===== config.mk =====
export PLATFORM = sky130hd
export DESIGN_NAME = alu
export DESIGN_NICKNAME = d
export VERILOG_FILES = /design/src/rtl/alu.sv
export SDC_FILE = /design/constraint.sdc
export NUM_CORES = 1
export LEC_CHECK = 0
export BUFFER_PORTS_ARGS = -buffer_cell sky130_fd_sc_hd__buf_2
export CAP_MARGIN = 20
export CORE_MARGIN = 2
export CORE_UTILIZATION = 25
export CTS_CLUSTER_DIAMETER = 150
export DETAILED_ROUTE_END_ITERATION = 10
export GPL_ROUTABILITY_DRIVEN = 0
export PLACE_DENSITY = 0.47
export SLEW_MARGIN = 25
export SYNTH_ARGS = -nofsm -noshare
export SYNTH_HDL_FRONTEND = slang
export SYNTH_SLANG_ARGS = --single-unit

===== constraint.sdc =====
create_clock -name clk -period 4.5 [get_ports clk]
set_input_delay 0.9 -clock clk [delete_from_list [all_inputs] [get_ports clk]]
set_output_delay 0.9 -clock clk [all_outputs]
set_load 0.02 [all_outputs]

===== src/rtl/alu.sv =====
// ---------------------------------------------------------------------------
// alu -- 16-bit signed ALU with single-cycle ADD/SUB and an iterative
// shift-add multiplier plus an optional restoring divider.
//
// Ports
//   clk    in   1   clock, all state changes on the rising edge
//   rst    in   1   synchronous active-high reset
//   A, B   in  16   signed two's-complement operands
//   ALUOP  in   2   00 ADD, 01 SUB, 10 MUL, 11 DIV
//   Result out 16   registered result
//   carry  out  1   registered flag: ADD carry-out, SUB borrow,
//                   MUL signed overflow, DIV divide-by-zero
//   zero   out  1   Result == 0
//   busy   out  1   MUL/DIV iteration in progress
//
// Configuration macro: ALU_DIV_EN compiles in the divider. Without it,
// ALUOP 11 returns Result 0 / carry 1 after one cycle and never sets busy.
// ---------------------------------------------------------------------------
module alu (
    input  logic        clk,
    input  logic        rst,
    input  logic [15:0] A,
    input  logic [15:0] B,
    input  logic [1:0]  ALUOP,
    output logic [15:0] Result,
    output logic        carry,
    output logic        zero,
    output logic        busy
);

    typedef enum logic [1:0] {
        S_IDLE,
        S_MUL,
        S_DIV
    } state_t;

    state_t      stateQ;
    logic [1:0]  opQ;
    logic [15:0] aQ;
    logic [15:0] bQ;
    logic [15:0] resultQ;
    logic        carryQ;
    logic [3:0]  cntQ;
    logic        negQ;
    logic [31:0] accQ;
    logic [31:0] mcandQ;
    logic [15:0] mplierQ;

    logic [16:0] addSum;
    logic [15:0] subDiff;
    logic [15:0] aMag;
    logic [15:0] bMag;
    logic        changed;
    logic [31:0] accD;
    logic [31:0] mulProd;
    logic        mulOvf;

`ifdef ALU_DIV_EN
    logic [15:0] remQ;
    logic [15:0] quoQ;
    logic [15:0] divisorQ;
    logic        divZeroQ;

    logic [16:0] divShift;
    logic        divGe;
    logic [15:0] remD;
    logic [15:0] quoD;
    logic [15:0] divQuo;
`endif

    // Datapath for the single-cycle ops and one step of each iterative unit.
    // Both MUL and DIV work on operand magnitudes; the sign is applied once
    // on the final step. |-32768| = 0x8000 still fits as an unsigned magnitude.
    always_comb begin
        addSum  = {1'b0, A} + {1'b0, B};
        subDiff = A - B;
        aMag    = A[15] ? (~A + 16'd1) : A;
        bMag    = B[15] ? (~B + 16'd1) : B;
        changed = ({ALUOP, A, B} != {opQ, aQ, bQ});

        accD    = mplierQ[0] ? (accQ + mcandQ) : accQ;
        mulProd = negQ ? (~accD + 32'd1) : accD;
        // Overflow when the 32-bit product is not a sign extension of bit 15.
        mulOvf  = (mulProd[31:15] != {17{mulProd[15]}});

`ifdef ALU_DIV_EN
        // Restoring step: the partial remainder is always below the divisor,
        // so the 16-bit subtraction below is exact whenever divGe is set.
        divShift = {remQ, quoQ[15]};
        divGe    = (divShift >= {1'b0, divisorQ});
        remD     = divGe ? (divShift[15:0] - divisorQ) : divShift[15:0];
        quoD     = {quoQ[14:0], divGe};
        divQuo   = negQ ? (~quoD + 16'd1) : quoD;
`endif
    end

    // Control and all registered state. ADD/SUB overwrite opQ so that a later
    // MUL/DIV on the same operands is seen as new work. A MUL/DIV whose
    // {ALUOP, A, B} differs from the captured copy restarts the iteration.
    always_ff @(posedge clk) begin
        if (rst) begin
            stateQ   <= S_IDLE;
            opQ      <= 2'b00;
            aQ       <= 16'd0;
            bQ       <= 16'd0;
            resultQ  <= 16'd0;
            carryQ   <= 1'b0;
            cntQ     <= 4'd0;
            negQ     <= 1'b0;
            accQ     <= 32'd0;
            mcandQ   <= 32'd0;
            mplierQ  <= 16'd0;
`ifdef ALU_DIV_EN
            remQ     <= 16'd0;
            quoQ     <= 16'd0;
            divisorQ <= 16'd0;
            divZeroQ <= 1'b0;
`endif
        end else begin
            case (ALUOP)
                2'b00: begin
                    resultQ <= addSum[15:0];
                    carryQ  <= addSum[16];
                    stateQ  <= S_IDLE;
                    opQ     <= ALUOP;
                    cntQ    <= 4'd0;
                end
                2'b01: begin
                    resultQ <= subDiff;
                    carryQ  <= (A < B);
                    stateQ  <= S_IDLE;
                    opQ     <= ALUOP;
                    cntQ    <= 4'd0;
                end
                2'b10: begin
                    if (changed) begin
                        opQ     <= ALUOP;
                        aQ      <= A;
                        bQ      <= B;
                        stateQ  <= S_MUL;
                        cntQ    <= 4'd0;
                        negQ    <= A[15] ^ B[15];
                        accQ    <= 32'd0;
                        mcandQ  <= {16'd0, aMag};
                        mplierQ <= bMag;
                    end else if (stateQ == S_MUL) begin
                        accQ    <= accD;
                        mcandQ  <= mcandQ << 1;
                        mplierQ <= mplierQ >> 1;
                        cntQ    <= cntQ + 4'd1;
                        if (cntQ == 4'd15) begin
                            resultQ <= mulProd[15:0];
                            carryQ  <= mulOvf;
                            stateQ  <= S_IDLE;
                            cntQ    <= 4'd0;
                        end
                    end
                end
                2'b11: begin
`ifdef ALU_DIV_EN
                    if (changed) begin
                        opQ      <= ALUOP;
                        aQ       <= A;
                        bQ       <= B;
                        stateQ   <= S_DIV;
                        cntQ     <= 4'd0;
                        negQ     <= A[15] ^ B[15];
                        remQ     <= 16'd0;
                        quoQ     <= aMag;
                        divisorQ <= bMag;
                        divZeroQ <= (B == 16'd0);
                    end else if (stateQ == S_DIV) begin
                        remQ <= remD;
                        quoQ <= quoD;
                        cntQ <= cntQ + 4'd1;
                        if (cntQ == 4'd15) begin
                            resultQ <= divZeroQ ? 16'hFFFF : divQuo;
                            carryQ  <= divZeroQ;
                            stateQ  <= S_IDLE;
                            cntQ    <= 4'd0;
                        end
                    end
`else
                    resultQ <= 16'd0;
                    carryQ  <= 1'b1;
                    stateQ  <= S_IDLE;
                    opQ     <= ALUOP;
                    cntQ    <= 4'd0;
`endif
                end
            endcase
        end
    end

    assign Result = resultQ;
    assign carry  = carryQ;
    assign zero   = (resultQ == 16'd0);
    assign busy   = (stateQ != S_IDLE);

endmodule


# ---- Word-level counts from Yosys, hierarchy flattened
# Cells that the tools add are included.
dict set report totals {
  inputBits 36
  out_inout_bits 19
  reg_bits 138
}
dict set report classes {
  n_lt_le_gt_ge 1
  bitwise 4
  eq_ne 13
  n_mux 28
  reduce_logical 9
  n_addsub 7
}
# operator count
set ops {}
lappend ops {{$mux 32} 6}
lappend ops {{$mux 16} 7}
lappend ops {{$pmux 16 s4} 1}
lappend ops {{$ne 34x34->1} 1}
lappend ops {{$add 16x1->16 const B} 2}
lappend ops {{$add 32x1->32 const B} 1}
lappend ops {{$add 32x32->32} 1}
lappend ops {{$not 16->16} 2}
lappend ops {{$not 32->32} 1}
lappend ops {{$add 16x16->17} 1}
lappend ops {{$logic_not 16->1} 1}
lappend ops {{$lt 16x16->1} 1}
lappend ops {{$ne 16x16->1} 1}
lappend ops {{$sub 16x16->16} 1}
lappend ops {{$mux 4} 3}
lappend ops {{$mux 2} 4}
lappend ops {{$ne 2x2->1 const B} 4}
lappend ops {{$pmux 2 s2} 2}
lappend ops {{$pmux 4 s2} 1}
lappend ops {{$ne 3x3->1 const B} 2}
lappend ops {{$reduce_and 2->1} 3}
lappend ops {{$add 4x1->4 const B} 1}
lappend ops {{$eq 2x1->1 const B} 2}
lappend ops {{$eq 2x2->1 const B} 2}
lappend ops {{other kinds (8)} 11}

# ---- Longest topological paths before layout
dict set report depth {
  depth_word 10
  depth_mapped 17
  mapped_depth_nobuf 17
}

# ---- Least setup slack after synthesis
# Ideal clock, no wire load.
dict set report synth_timing {
  path_type {register to register}
  from {reg accQ[0]}
  to {reg carryQ, in the netlist carry}
  path_buffers 0
  t_required_ns 4.385
  stages_incl_launch_ff 16
  setup_ns 0.115
  path_slack_ns 0.307
  arrival_time_ns 4.078
  cell_sequence {dfxtp_1 ha_1 fa_1 a21o_1 a221oi_4 o22ai_1 or3_1 a31o_2 or2_4 or2_2 o41ai_1 xnor2_1 nand2_1 nor4_1 o2111ai_1 o21a_1}
}
dict set report synth_between {
  elab_chain_len 10
}
# item line
set synth_lines {}
lappend synth_lines {{start, declared} 45} ;# logic [31:0] accQ;
lappend synth_lines {{start signal, assigned} 110} ;# accQ <= 32'd0;
lappend synth_lines {{start signal, assigned} 143} ;# accQ <= 32'd0;
lappend synth_lines {{start signal, assigned} 147} ;# accQ <= accD;
lappend synth_lines {{$add 32x32->32} 81} ;# accD = mplierQ[0] ? (accQ + mcandQ) : accQ;
lappend synth_lines {{$mux 32 (*)} 81}
lappend synth_lines {{$not 32->32} 82} ;# mulProd = negQ ? (~accD + 32'd1) : accD;
lappend synth_lines {{$add 32x1->32} 82}
lappend synth_lines {{$mux 32 (*)} 82}
lappend synth_lines {{$ne 16x16->1 (*)} 84} ;# mulOvf = (mulProd[31:15] != {17{mulProd[15]}});
lappend synth_lines {{$mux 1 (*)} 151} ;# if (cntQ == 4'd15) begin
lappend synth_lines {{$mux 1 (*)} 146} ;# end else if (stateQ == S_MUL) begin
lappend synth_lines {{$mux 1 (*)} 136} ;# if (changed) begin
lappend synth_lines {{$pmux 1 s4 (*)} 120} ;# case (ALUOP)
lappend synth_lines {{end signal, assigned} 123} ;# carryQ <= addSum[16];
lappend synth_lines {{end signal, assigned} 130} ;# carryQ <= (A < B);
lappend synth_lines {{end signal, assigned} 153} ;# carryQ <= mulOvf;
lappend synth_lines {{end, declared} 42} ;# logic carryQ;
# Mark *: on every way between the ends. The rest lies on a longest branch, timed or not. The select of a mux whose other input is x is not followed.
# A chain may end at the register's enable or synchronous reset.

# ---- Worst setup path after layout
dict set report layout_timing {
  from {reg mcandQ[0]}
  to {reg carryQ, in the netlist carry}
}
dict set report layout_between {
  elab_chain_len 10
}
# item line
set layout_lines {}
lappend layout_lines {{start, declared} 46} ;# logic [31:0] mcandQ;
lappend layout_lines {{start signal, assigned} 144} ;# mcandQ <= {16'd0, aMag};
lappend layout_lines {{start signal, assigned} 148} ;# mcandQ <= mcandQ << 1;
lappend layout_lines {{$add 32x32->32 (*)} 81}
lappend layout_lines {{$mux 32 (*)} 81}
lappend layout_lines {{$not 32->32} 82}
lappend layout_lines {{$add 32x1->32} 82}
lappend layout_lines {{$mux 32 (*)} 82}
lappend layout_lines {{$ne 16x16->1 (*)} 84}
lappend layout_lines {{$mux 1 (*)} 151}
lappend layout_lines {{$mux 1 (*)} 146}
lappend layout_lines {{$mux 1 (*)} 136}
lappend layout_lines {{$pmux 1 s4 (*)} 120}
# Marks and branches as above.

==> flow_summary_export.csv <==
group,metric,value,unit
outcome,outcome,"finished, final reports clean",
placement,place_area,12500,um2
routing,firstDrtPassIters,5,
logic_synthesis,yosys_warnings,0,
floorplan,ioPinCount,55,
timing,fin_setup_tns,0,ns
global_route,gr-total-overflow,0,
floorplan,row_count,77,
critical_path,cp.arrival,4.63,ns
clock_network,cts_root_buffer,"clkbuf_16",
pwr,finalPower,3.71,mW
placement,place_hpwl,29.7,mm
routing,wl,39.4,mm
floorplan,die_w,215,um
timing,whs,0.467,ns
logic_synthesis,synth.largest_area_cell,"dfxtp_1",
logic_synthesis,ys_types,78,
logic_synthesis,synth-async-reset-ratio,0,%
critical_path,cp_slowest_cell,"or4_1",
clock_network,cts.sink_count,137,
routing,vias_per_cell,5.22,
timing,fmax,237,MHz
floorplan,die_h,215,um
pwr,power.leakage,5.24,nW
critical_path,cp_data_required_time,4.91,ns
critical_path,crit_chain,"ha_1 > fa_2 > a21o_1 > a221oi_4 > buf_6 > xnor2_1 > mux2_4 > or3_4 > or2_4 > nor3b_4 > nand3_2 > or4_1 > o21ai_2 > xor2_1 > mux2i_1 > o21a_1",
critical_path,cp-end-kind,"register",
critical_path,slowest_delay,0.51,ns
global_route,antenna_found_initial,1,
routing,drc,0,
floorplan,core_region_area,44000,um2
clock_network,cts-htree-levels,4,
pwr,peakVddDrop,0.000262,V
critical_path,critPathBufInv,1,
global_route,grt_usage,17.1,%
clock_network,clk_path_buf_depth,2,
logic_synthesis,ys_seq_area_share,24.7,%
logic_synthesis,ys_ff_latch,137,
timing,period_needed,4.23,ns
logic_synthesis,muxShareOfSynthArea,2.94,%
logic_synthesis,synth_top_area_share,24.7,%
routing,vias,11300,
layout,insertedDiodeCount,0,
critical_path,cp-start-kind,"register",
logic_synthesis,syn-num-nets,1606,
logic_synthesis,synthAdderAreaFrac,8.10,%
timing,hold_viol_final,0,
critical_path,path_class,"register to register",
logic_synthesis,synth-simple-area-share,23.7,%
global_route,grt_max_degree,80,
layout,drive_gt1_share,14.0,%
clock_network,numCtsBuffers,17,
timing,max_slew_margin,38.0,%
timing,maxSlewViolCount,0,
clock_network,cts_tree,"done",
logic_synthesis,synth_area_leaders,"dfxtp_1 25%, ha_1 7.6%, a21oi_1 6.6%, nor2_1 6.3%, nand2_1 5.0%",
layout,area_growth,19.0,%
critical_path,crit_fanout,7,
logic_synthesis,syn_avg_cell_area,7.40,um2
timing,finClkSkew,0.0167,ns
logic_synthesis,yosys.area_share.xor_xnor,8.45,%
floorplan,die-area,46100,um2
layout,nets,1667,
routing,drtIter0Drc,669,
clock_network,worstSkewPairLatency,0.47,ns
logic_synthesis,synth_top_family_by_area,"compound AO/OA/AOI/OAI gates",
logic_synthesis,synth_cells,1500,
floorplan,start_util,25.2,%
logic_synthesis,synth_edf_count,0,
timing,rsz0062_at_grt,"false",
timing,worstMarginPinSlew,0.930,ns
timing,fin_crit_sh,93.9,%
placement,port_buffers,54,
global_route,grt_pass1_wl,61.9,mm
timing,setup_violations,0,
routing,drtAntennaViolNets,0,
pwr,power_density,281,nW/um2
clock_network,clk_pin_slew,0.07,ns
logic_synthesis,synth_area,11100,um2
logic_synthesis,ys_dominant_reg_cell,"dfxtp_1",
critical_path,critPathTopFamily,"simple AND/OR/NAND/NOR gates",
global_route,grt_pass1_vias,10900,
job,maxCapViolations,0,
layout,design_area,13200,um2
min_path,hp-class,"register to register",
routing,wl_per_cell,18.2,um
logic_synthesis,synth_compound_area_share,27.1,%
-- placed cells by master, fill, tap and decap left out, types with 34 or more instances in the layout --
cell type	netlist	layout
a211oi_1	36	36
a21oi_1	146	146
a22oi_1	43	43
buf_2	8	53
buf_4	0	77
dfxtp_1	137	136
ha_1	67	66
inv_1	46	46
nand2_1	149	149
nand4_1	34	34
nor2_1	187	184
nor3_1	39	36
o21ai_0	72	71
xnor2_1	57	57
xor2_1	50	50
-- cells by family (layout without fill, tap and decap cells) --
logic type               count (synthesis)  count (layout)
AND/OR/NAND/NOR                        556             556
AO/OA/AOI/OAI                          455             455
buffers and inverters                  144             218
flip-flops                             137             137
XOR/XNOR                               107             107
adder cells (fa/ha/maj)                 70              70
multiplexers                            31              31
-- final timing paths --
| check | from | to | slack [ns] | cells past startpoint |
|---|---|---|---|---|
| hold reg to reg | bQ[6]$_SDFFE_PP0P_ | bQ[6]$_SDFFE_PP0P_ | 0.47 | 2 |
| setup reg to reg | mcandQ[0]$_SDFFE_PP0P_ | carry$_SDFFE_PP0P_ | 0.27 | 16 |
| hold / removal | bQ[6]$_SDFFE_PP0P_ | bQ[6]$_SDFFE_PP0P_ | 0.47 | 2 |
| setup / recovery | mcandQ[0]$_SDFFE_PP0P_ | carry$_SDFFE_PP0P_ | 0.27 | 16 |
-- metal layers --
metal / vias to the layer above / global-route usage, % / share of wire (%)
met2: 267 / 27.3 / 46
met5: - / 0 / 0.041
met1: 5397 / 22.9 / 48
met3: 52 / 3.46 / 4.7
li1: 5598 / - / -
met4: 2 / 5.51 / 2.0
-- cells in the mapped netlist (all sizes together), types with 4 or more instances --
library cell,instances
ha,67
buf,14
nand4,34
dfxtp,137
a21o,15
nor4,25
nor2b,17
and4,4
mux2,10
clkbuf,83
and3,4
o21bai,14
a221oi,4
o211a,6
a211oi,37
nor3b,4
o2111ai,5
o211ai,6
o221a,4
o311ai,4
nor3,40
o41ai,5
nand3,34
nor2,187
nand2b,14
a21oi,146
xnor2,57
inv,46
a311oi,5
nand2,149
o31ai,18
or4,5
a22oi,43
and2,6
o21ai,74
o31a,4
o221ai,14
o21a,6
xor2,50
or3,18
a211o,9
mux2i,21
a31oi,11
or2,6
-- through the flow --
stage | utilization, % | cells | worst slack, ns
2_1_floorplan | - | 1500 | 0.307
3_3_place_gp | 28.3 | 2132 | 0.0292
3_5_place_dp | 28.3 | 2132 | 0.102
4_1_cts | 29.8 | 2164 | 0.0723
5_1_grt | 30.0 | 2166 | 0.00119
6_report | 30.0 | 2166 | 0.274
-- report_power, final --
part | leakage [nW] | switching (mW) | internal, mW
sequential | 1.12 | 0.0381 | 1.26
clock | 0.308 | 0.645 | 0.939
combinational | 3.82 | 0.507 | 0.322
total | 5.24 | 1.19 | 2.52
-- state kept, by name, indices dropped and copies added (netlist names), 2 cells and up --
signal   cells
cntQ         4
bQ          16
aQ          16
mcandQ      32
accQ        32
Result      16
mplierQ     16
opQ          2
-- area by class of cell --
class	count	area (um2)
fill	4797	30800
multi-input combinational	1219	7890
sequential	137	2740
timing repair buffer	139	1010
tap	592	741
inverter	47	176
clock inverter	15	214
clock buffer	17	425
-- timing repair --
item	CTS	global route
gates resized for setup	0	17
buffers inserted	0	2
endpoints found under the setup margin	0	1
hold buffers	0	0
-- worst reg2reg max path, stage by stage (launching register included) --
cell      delay (ns)
dfxtp_1         0.33
ha_1            0.21
fa_2            0.36
a21o_1          0.22
a221oi_4        0.24
buf_6           0.16
xnor2_1         0.07
mux2_4          0.28
or3_4           0.42
or2_4           0.26
nor3b_4         0.33
nand3_2         0.12
or4_1           0.51
o21ai_2         0.14
xor2_1          0.18
mux2i_1         0.21
o21a_1          0.13
Note: power is estimated with default switching activity, not from simulation.
